File: src/rtl/fifo_bank_sched.sv
// fifo_bank_sched: shares the MMIO write path across a bank of shift-register
// FIFOs, tracks per-FIFO fill levels and runs a synchronous drain of the bank.
module fifo_bank_sched #(
   parameter int unsigned       NUM_FIFOS = 8,
   parameter int unsigned       DEPTH     = 8,
   parameter int unsigned       DATA_W    = 64,
   parameter logic [15:0]       BASE_ADDR = 16'h0040
) (
   input  logic                 clk,
   input  logic                 rst_n,
   input  logic                 wr_valid,
   input  logic [15:0]          wr_addr,
   input  logic [DATA_W-1:0]    wr_data,
   output logic [NUM_FIFOS-1:0] fifo_en,
   output logic [DATA_W-1:0]    fifo_d,
   output logic                 drain_valid,
   output logic                 busy,
   output logic                 done,
   output logic [63:0]          status
);

   localparam int unsigned CW      = $clog2(DEPTH + 1);
   localparam logic [3:0]  DEPTH_C = 4'(DEPTH);
   localparam logic [15:0] CTRL_A  = BASE_ADDR + 16'h0010;

   typedef enum logic [1:0] {
      ST_IDLE  = 2'd0,
      ST_LOAD  = 2'd1,
      ST_DRAIN = 2'd2,
      ST_DONE  = 2'd3
   } state_t;

   state_t                     r_state, w_state_nxt;
   logic [NUM_FIFOS-1:0][3:0]  r_fill, w_fill_nxt;
   logic [CW-1:0]              r_cnt, w_cnt_nxt;
   logic                       r_ovf, w_ovf_nxt;
   logic                       r_start_err, w_start_err_nxt;
   logic                       r_busy_err, w_busy_err_nxt;
   logic [NUM_FIFOS-1:0]       r_fifo_en, w_en_nxt;
   logic [DATA_W-1:0]          r_fifo_d, w_d_nxt;
   logic                       r_drain_valid, r_busy, r_done;
   logic [63:0]                r_status, w_status_nxt;

   logic [NUM_FIFOS-1:0]       w_load_hit;
   logic                       w_load_any, w_ctrl_hit, w_clear, w_start, w_all_full;

   // Address decode of the incoming MMIO write.
   always_comb begin
      w_load_hit = '0;
      w_all_full = 1'b1;
      for (int unsigned i = 0; i < NUM_FIFOS; i++) begin
         w_load_hit[i] = wr_valid && (wr_addr == BASE_ADDR + 16'(2 * i));
         if (r_fill[i] != DEPTH_C) w_all_full = 1'b0;
      end
      w_load_any = |w_load_hit;
      w_ctrl_hit = wr_valid && (wr_addr == CTRL_A);
      w_clear    = w_ctrl_hit && wr_data[1];
      w_start    = w_ctrl_hit && wr_data[0] && !wr_data[1];
   end

   // Next-state, fill accounting, error flags and shift-enable generation.
   always_comb begin
      w_state_nxt     = r_state;
      w_fill_nxt      = r_fill;
      w_cnt_nxt       = r_cnt;
      w_ovf_nxt       = r_ovf;
      w_start_err_nxt = r_start_err;
      w_busy_err_nxt  = r_busy_err;
      w_en_nxt        = '0;
      w_d_nxt         = r_fifo_d;
      if (w_clear) begin
         w_state_nxt     = ST_IDLE;
         w_fill_nxt      = '0;
         w_cnt_nxt       = '0;
         w_ovf_nxt       = 1'b0;
         w_start_err_nxt = 1'b0;
         w_busy_err_nxt  = 1'b0;
      end else if (r_state == ST_DRAIN) begin
         if (w_load_any || w_start) w_busy_err_nxt = 1'b1;
         // r_cnt holds the drain cycles still to run including the current one.
         if (r_cnt == CW'(1)) begin
            w_state_nxt = ST_DONE;
            w_fill_nxt  = '0;
            w_cnt_nxt   = '0;
         end else begin
            w_cnt_nxt = r_cnt - CW'(1);
            for (int unsigned i = 0; i < NUM_FIFOS; i++)
               w_fill_nxt[i] = r_fill[i] - 4'd1;
            w_en_nxt = '1;
            w_d_nxt  = '0;
         end
      end else begin
         for (int unsigned i = 0; i < NUM_FIFOS; i++) begin
            if (w_load_hit[i]) begin
               if (r_fill[i] < DEPTH_C) begin
                  w_fill_nxt[i] = r_fill[i] + 4'd1;
                  w_en_nxt[i]   = 1'b1;
                  w_d_nxt       = wr_data;
                  w_state_nxt   = ST_LOAD;
               end else begin
                  w_ovf_nxt = 1'b1;
               end
            end
         end
         if (w_start) begin
            if (r_state == ST_LOAD && w_all_full) begin
               w_state_nxt = ST_DRAIN;
               w_cnt_nxt   = CW'(DEPTH);
               w_en_nxt    = '1;
               w_d_nxt     = '0;
            end else begin
               w_start_err_nxt = 1'b1;
            end
         end
      end
   end

   // Status word assembled from next-cycle values so it lands with the event.
   always_comb begin
      w_status_nxt      = '0;
      w_status_nxt[1:0] = w_state_nxt;
      w_status_nxt[2]   = w_ovf_nxt;
      w_status_nxt[3]   = w_start_err_nxt;
      w_status_nxt[4]   = w_busy_err_nxt;
      for (int unsigned i = 0; i < NUM_FIFOS; i++)
         w_status_nxt[8 + 4 * i +: 4] = w_fill_nxt[i];
   end

   // FSM state register.
   always_ff @(posedge clk or negedge rst_n) begin
      if (!rst_n) r_state <= ST_IDLE;
      else        r_state <= w_state_nxt;
   end

   // Datapath and registered output stage.
   always_ff @(posedge clk or negedge rst_n) begin
      if (!rst_n) begin
         r_fill        <= '0;
         r_cnt         <= '0;
         r_ovf         <= 1'b0;
         r_start_err   <= 1'b0;
         r_busy_err    <= 1'b0;
         r_fifo_en     <= '0;
         r_fifo_d      <= '0;
         r_drain_valid <= 1'b0;
         r_busy        <= 1'b0;
         r_done        <= 1'b0;
         r_status      <= '0;
      end else begin
         r_fill        <= w_fill_nxt;
         r_cnt         <= w_cnt_nxt;
         r_ovf         <= w_ovf_nxt;
         r_start_err   <= w_start_err_nxt;
         r_busy_err    <= w_busy_err_nxt;
         r_fifo_en     <= w_en_nxt;
         r_fifo_d      <= w_d_nxt;
         r_drain_valid <= (w_state_nxt == ST_DRAIN);
         r_busy        <= (w_state_nxt == ST_DRAIN);
         r_done        <= (w_state_nxt == ST_DONE);
         r_status      <= w_status_nxt;
      end
   end

   assign fifo_en     = r_fifo_en;
   assign fifo_d      = r_fifo_d;
   assign drain_valid = r_drain_valid;
   assign busy        = r_busy;
   assign done        = r_done;
   assign status      = r_status;

endmodule

File: config.mk
export PLATFORM = sky130hd
export DESIGN_NAME = fifo_bank_sched
export DESIGN_NICKNAME = d
export VERILOG_FILES = /design/src/rtl/fifo_bank_sched.sv
export SDC_FILE = /design/constraint.sdc
export NUM_CORES = 1
export LEC_CHECK = 0
export BUFFER_PORTS_ARGS = -buffer_cell sky130_fd_sc_hd__buf_2
export CORE_MARGIN = 2
export CORE_UTILIZATION = 50
export CTS_CLUSTER_SIZE = 16
export DETAILED_ROUTE_END_ITERATION = 10
export GPL_TIMING_DRIVEN = 0
export PLACE_DENSITY_LB_ADDON = 0.08
export SLEW_MARGIN = 20
export SYNTH_ARGS = -nofsm -noshare
export SYNTH_HDL_FRONTEND = slang
export SYNTH_SLANG_ARGS = --single-unit
File: constraint.sdc
create_clock -name clk -period 3.21 [get_ports clk]
set_clock_uncertainty 0.2 [all_clocks]
set_input_delay 0.642 -clock clk [delete_from_list [all_inputs] [get_ports clk]]
set_output_delay 0.642 -clock clk [all_outputs]
set_load 0.02 [all_outputs]
==> run summary <==
Total power for the finished layout comes to ~3.6 mW. The row count came out at 39. The number of warning messages in the yosys log came out at 0. The pin count of the biggest net entering global routing is 83. Measured against the total synthesized area, the mux share comes to 0.0221.

The vertical extent of the die is 113 µm. The growth of design area from synthesis to finish came out at 32.0%. The flip-flop and latch count after synthesis is 115. The non-filler instance count after layout came out at 954. The vias after detailed routing came out at 5398. Dividing total power by cell area gives a power density of approximately 450 nW/µm². The fraction of the mapped netlist area in adder cells is 0.0548.

The HPWL after detailed placement is about 12000 µm. The headroom to the max-slew limit came out at 0.481. The distinct cell type count after synthesis is 54. By area, the combinational part of the netlist is dominated by compound AO/OA/AOI/OAI gates. The count of routing violations after the opening detailed-route iteration is 491. The maximum clock frequency is ~340 MHz.

The worst setup path is captured at a register. The cell count after synthesis came out at around 560. The level count of the clock H-tree came out at 4.

The area of the mapped netlist came out at 5940 µm². The tree built by TritonCTS fans out to 115 sinks. The finished cells cover between 7000 and 8000 µm². The part of the cycle the worst path needs is 0.919.

The TritonCTS clock tree is built. Once detail routing completed, the nets flagged for antenna violations numbered 0. The worst setup path is launched from a register. The number of ports placed on the die boundary came out at 222. The setup path with the least slack is of type register to register. The final-report hold violation count is 0. The post-placement cell area came out at 7220 µm². The number of instances in the placed design came out at ~920. The die covers 12800 µm². The count of maximum capacitance violations came out at 0.

The clock input transition at the sequential cells of the worst setup and hold paths came out at roughly 60 ps. After detailed routing, the total wire length is 17300 µm. The final core utilization came out at 0.680. Setup violations remaining at the end of the flow were counted as 0. The peak supply drop is 380 µV.

The number of antenna violations at the first check in global routing came out at 0. For this design the static power due to leakage is 4.15 nW. The run finished, with violations left. The fraction of layout cells with a size suffix above 1 is 0.353. The total clock buffers created by CTS is 17. The antenna cell count is 0.

The area fraction in compound gates after synthesis is 0.220. STA puts the critical path data arrival time at 3030 ps. The minimum clock period came out at 2950 ps. The slowest cell on the critical path is sky130_fd_sc_hd__nor3b_1.

The most numerous cell on the critical path is sky130_fd_sc_hd__nor2_1. Setup repair after global routing left no endpoint under its margin. The checks that failed: DRC. Counting along the longest clock path gives a buffer depth of 2. Across every metal layer, demand over resource in global routing totals 0.274. Data on the critical path is required at its endpoint by 3290 ps.

The post-synthesis simple-gate area fraction is 0.134. The area inside the core boundary is 11500 µm². The average footprint of a synthesized cell came out at 10.7 µm². Of all nets on the critical path, the largest fanout is 10. The aggregate global routing overflow is 0.

The path category of the worst min-delay check is input pin to register. Setup total negative slack on the finished layout was measured at 0 ps. The number of remaining DRC errors is 19. The most common library cell in the layout ignoring fill and taps is sky130_fd_sc_hd__buf_2. The initial standard-cell utilization of the core came out at 0.515. In the synthesized netlist the async set-or-reset flop fraction comes to 1.00. On the worst path, the slowest cell contributes a delay of 650 ps. Measured along the x axis, the die boundary spans 113 µm.

The average via count per standard cell came out at between 5 and 6. The first-pass GRT wire length came out at 27400 µm. In the final design database the tool counted 907 nets.

The pre-antenna-repair detailed-routing pass consisted of 8 iterations. The number of buffer cells added on primary ports came out at roughly 190. The number of slew-limit violations in the final report is 0. After detailed routing, the average wire length per cell comes to 18.2 µm. The via count of the first global-routing pass came to 5377.

The clock network latency to the later pin of the worst-skew pair is 420 ps. In the layout the commonest cells are sky130_fd_sc_hd__buf_2, sky130_fd_sc_hd__dfrtp_1, sky130_fd_sc_hd__a22o_1. The dominant synthesized flop cell is sky130_fd_sc_hd__dfrtp_1. At the end of routability-driven placement, the weighted congestion stood at 0.875. The number of enable flip-flop cells after synthesis came out at 0. For the pin with the worst max-slew slack, the measured transition is 777 ps. Traced cell by cell, the critical path runs through inv_1 > ha_1 > nor3b_1 > nor2_1 > clkbuf_1 > a32o_1 > a21oi_1 > a2bb2oi_1 > nor2_1. The synthesized-area fraction occupied by xor and xnor cells is 0. The share of synthesized area occupied by flip-flops and latches came out at 0.485.

The cell chosen for the clock root is sky130_fd_sc_hd__clkbuf_16.
## report_power, final
part           switching (mW)  total (mW)  internal, mW
clock network           0.706        1.93          1.22
registers             0.00140        1.45          1.45
logic                  0.0981       0.170        0.0721
## cell usage after synthesis, types with 6 or more instances
cell,instances,area share
sky130_fd_sc_hd__dfrtp_1,115,0.48
sky130_fd_sc_hd__a22o_1,67,0.099
sky130_fd_sc_hd__nor2_1,55,0.035
sky130_fd_sc_hd__a21oi_1,43,0.036
sky130_fd_sc_hd__buf_4,31,0.039
sky130_fd_sc_hd__ha_1,26,0.055
sky130_fd_sc_hd__inv_1,21,0.013
sky130_fd_sc_hd__o21ai_0,18,0.015
sky130_fd_sc_hd__nor3_1,13,0.011
sky130_fd_sc_hd__mux2i_1,12,0.020
sky130_fd_sc_hd__nand2_1,12,0.0076
sky130_fd_sc_hd__a32o_1,10,0.017
sky130_fd_sc_hd__clkbuf_1,10,0.0063
sky130_fd_sc_hd__buf_2,9,0.0076
sky130_fd_sc_hd__a2bb2oi_1,7,0.010
sky130_fd_sc_hd__buf_6,7,0.013
sky130_fd_sc_hd__o22a_1,7,0.010
sky130_fd_sc_hd__or3_1,7,0.0074
sky130_fd_sc_hd__or4_1,7,0.0089
sky130_fd_sc_hd__and3_1,6,0.0063
sky130_fd_sc_hd__nand3_1,6,0.0051
sky130_fd_sc_hd__nor3b_1,6,0.0076
## stage by stage
step | hold slack [ps] | worst slack (ps)
detailed placement | 285 | -78.4
floorplan | 146 | 466
finish | 242 | 261
CTS | 233 | 188
global route | 243 | 130
global placement | 282 | -98.8
## flip-flops by register name, indices dropped and copies added (netlist names)
register	cells
status	12
fifo_d	64
r_cnt	4
r_state	1
r_fill	24
fifo_en	8
busy	1
done	1
## worst paths after layout
path,startpoint,to,slack (ps),depth (start not counted)
setup / recovery,r_cnt[1]$_DFFE_PN0P_,status[31]$_DFFE_PN0P_,260,9
max in group asynchronous,rst_n,fifo_en[7]$_DFF_PN0_,1620,3
min in group asynchronous,rst_n,fifo_d[28]$_DFFE_PN0P_,480,2
hold reg to reg,fifo_d[58]$_DFFE_PN0P_,fifo_d[58]$_DFFE_PN0P_,300,1
setup reg to reg,r_cnt[1]$_DFFE_PN0P_,status[31]$_DFFE_PN0P_,260,9
hold / removal,wr_data[58],fifo_d[58]$_DFFE_PN0P_,240,2
## critical path: cells and delay by family (launching register included)
| kind | cells | cell delay [ps] |
|---|---|---|
| and+or+nand+nor | 3 | 1020 |
| adders and majority gates | 1 | 150 |
| DFF | 1 | 390 |
| AOI/OAI and AO/OA | 3 | 630 |
| buffers and inverters | 2 | 430 |
## cell type report
class                   count  area, µm²
fillers                   918       3680
flip-flops and latches    115       2880
multi-input cells         385       2670
repair buffers            196       1010
clock buffers              17        425
plain buffers              62        413
clock inverters            15        181
well taps                 143        179
inverters                  21       78.8
## metal layers
metal | vias up | global-route usage | part of all wire
li1 | 2504 | - | -
met1 | 2599 | 0.362 | 0.41
met2 | 260 | 0.443 | 0.48
met3 | 35 | 0.0659 | 0.082
met4 | 0 | 0.101 | 0.020
met5 | - | 0 | 0
## repair_timing
action,CTS,global route
gates resized for setup,0,1
hold buffers,1,0
endpoints found under the hold margin,33,0
endpoints found under the setup margin,0,1
setup buffers,0,0
## cells by family (layout without fill, tap and decap cells)
logic type	after synthesis	after routing
other	1	27
adder cells (fa/ha/maj)	26	26
AND/OR/NAND/NOR	144	144
AO/OA/AOI/OAI	175	175
buffers and inverters	83	311
flip-flops	115	115
multiplexers	13	13
Note: power is estimated with default switching activity, not from simulation.
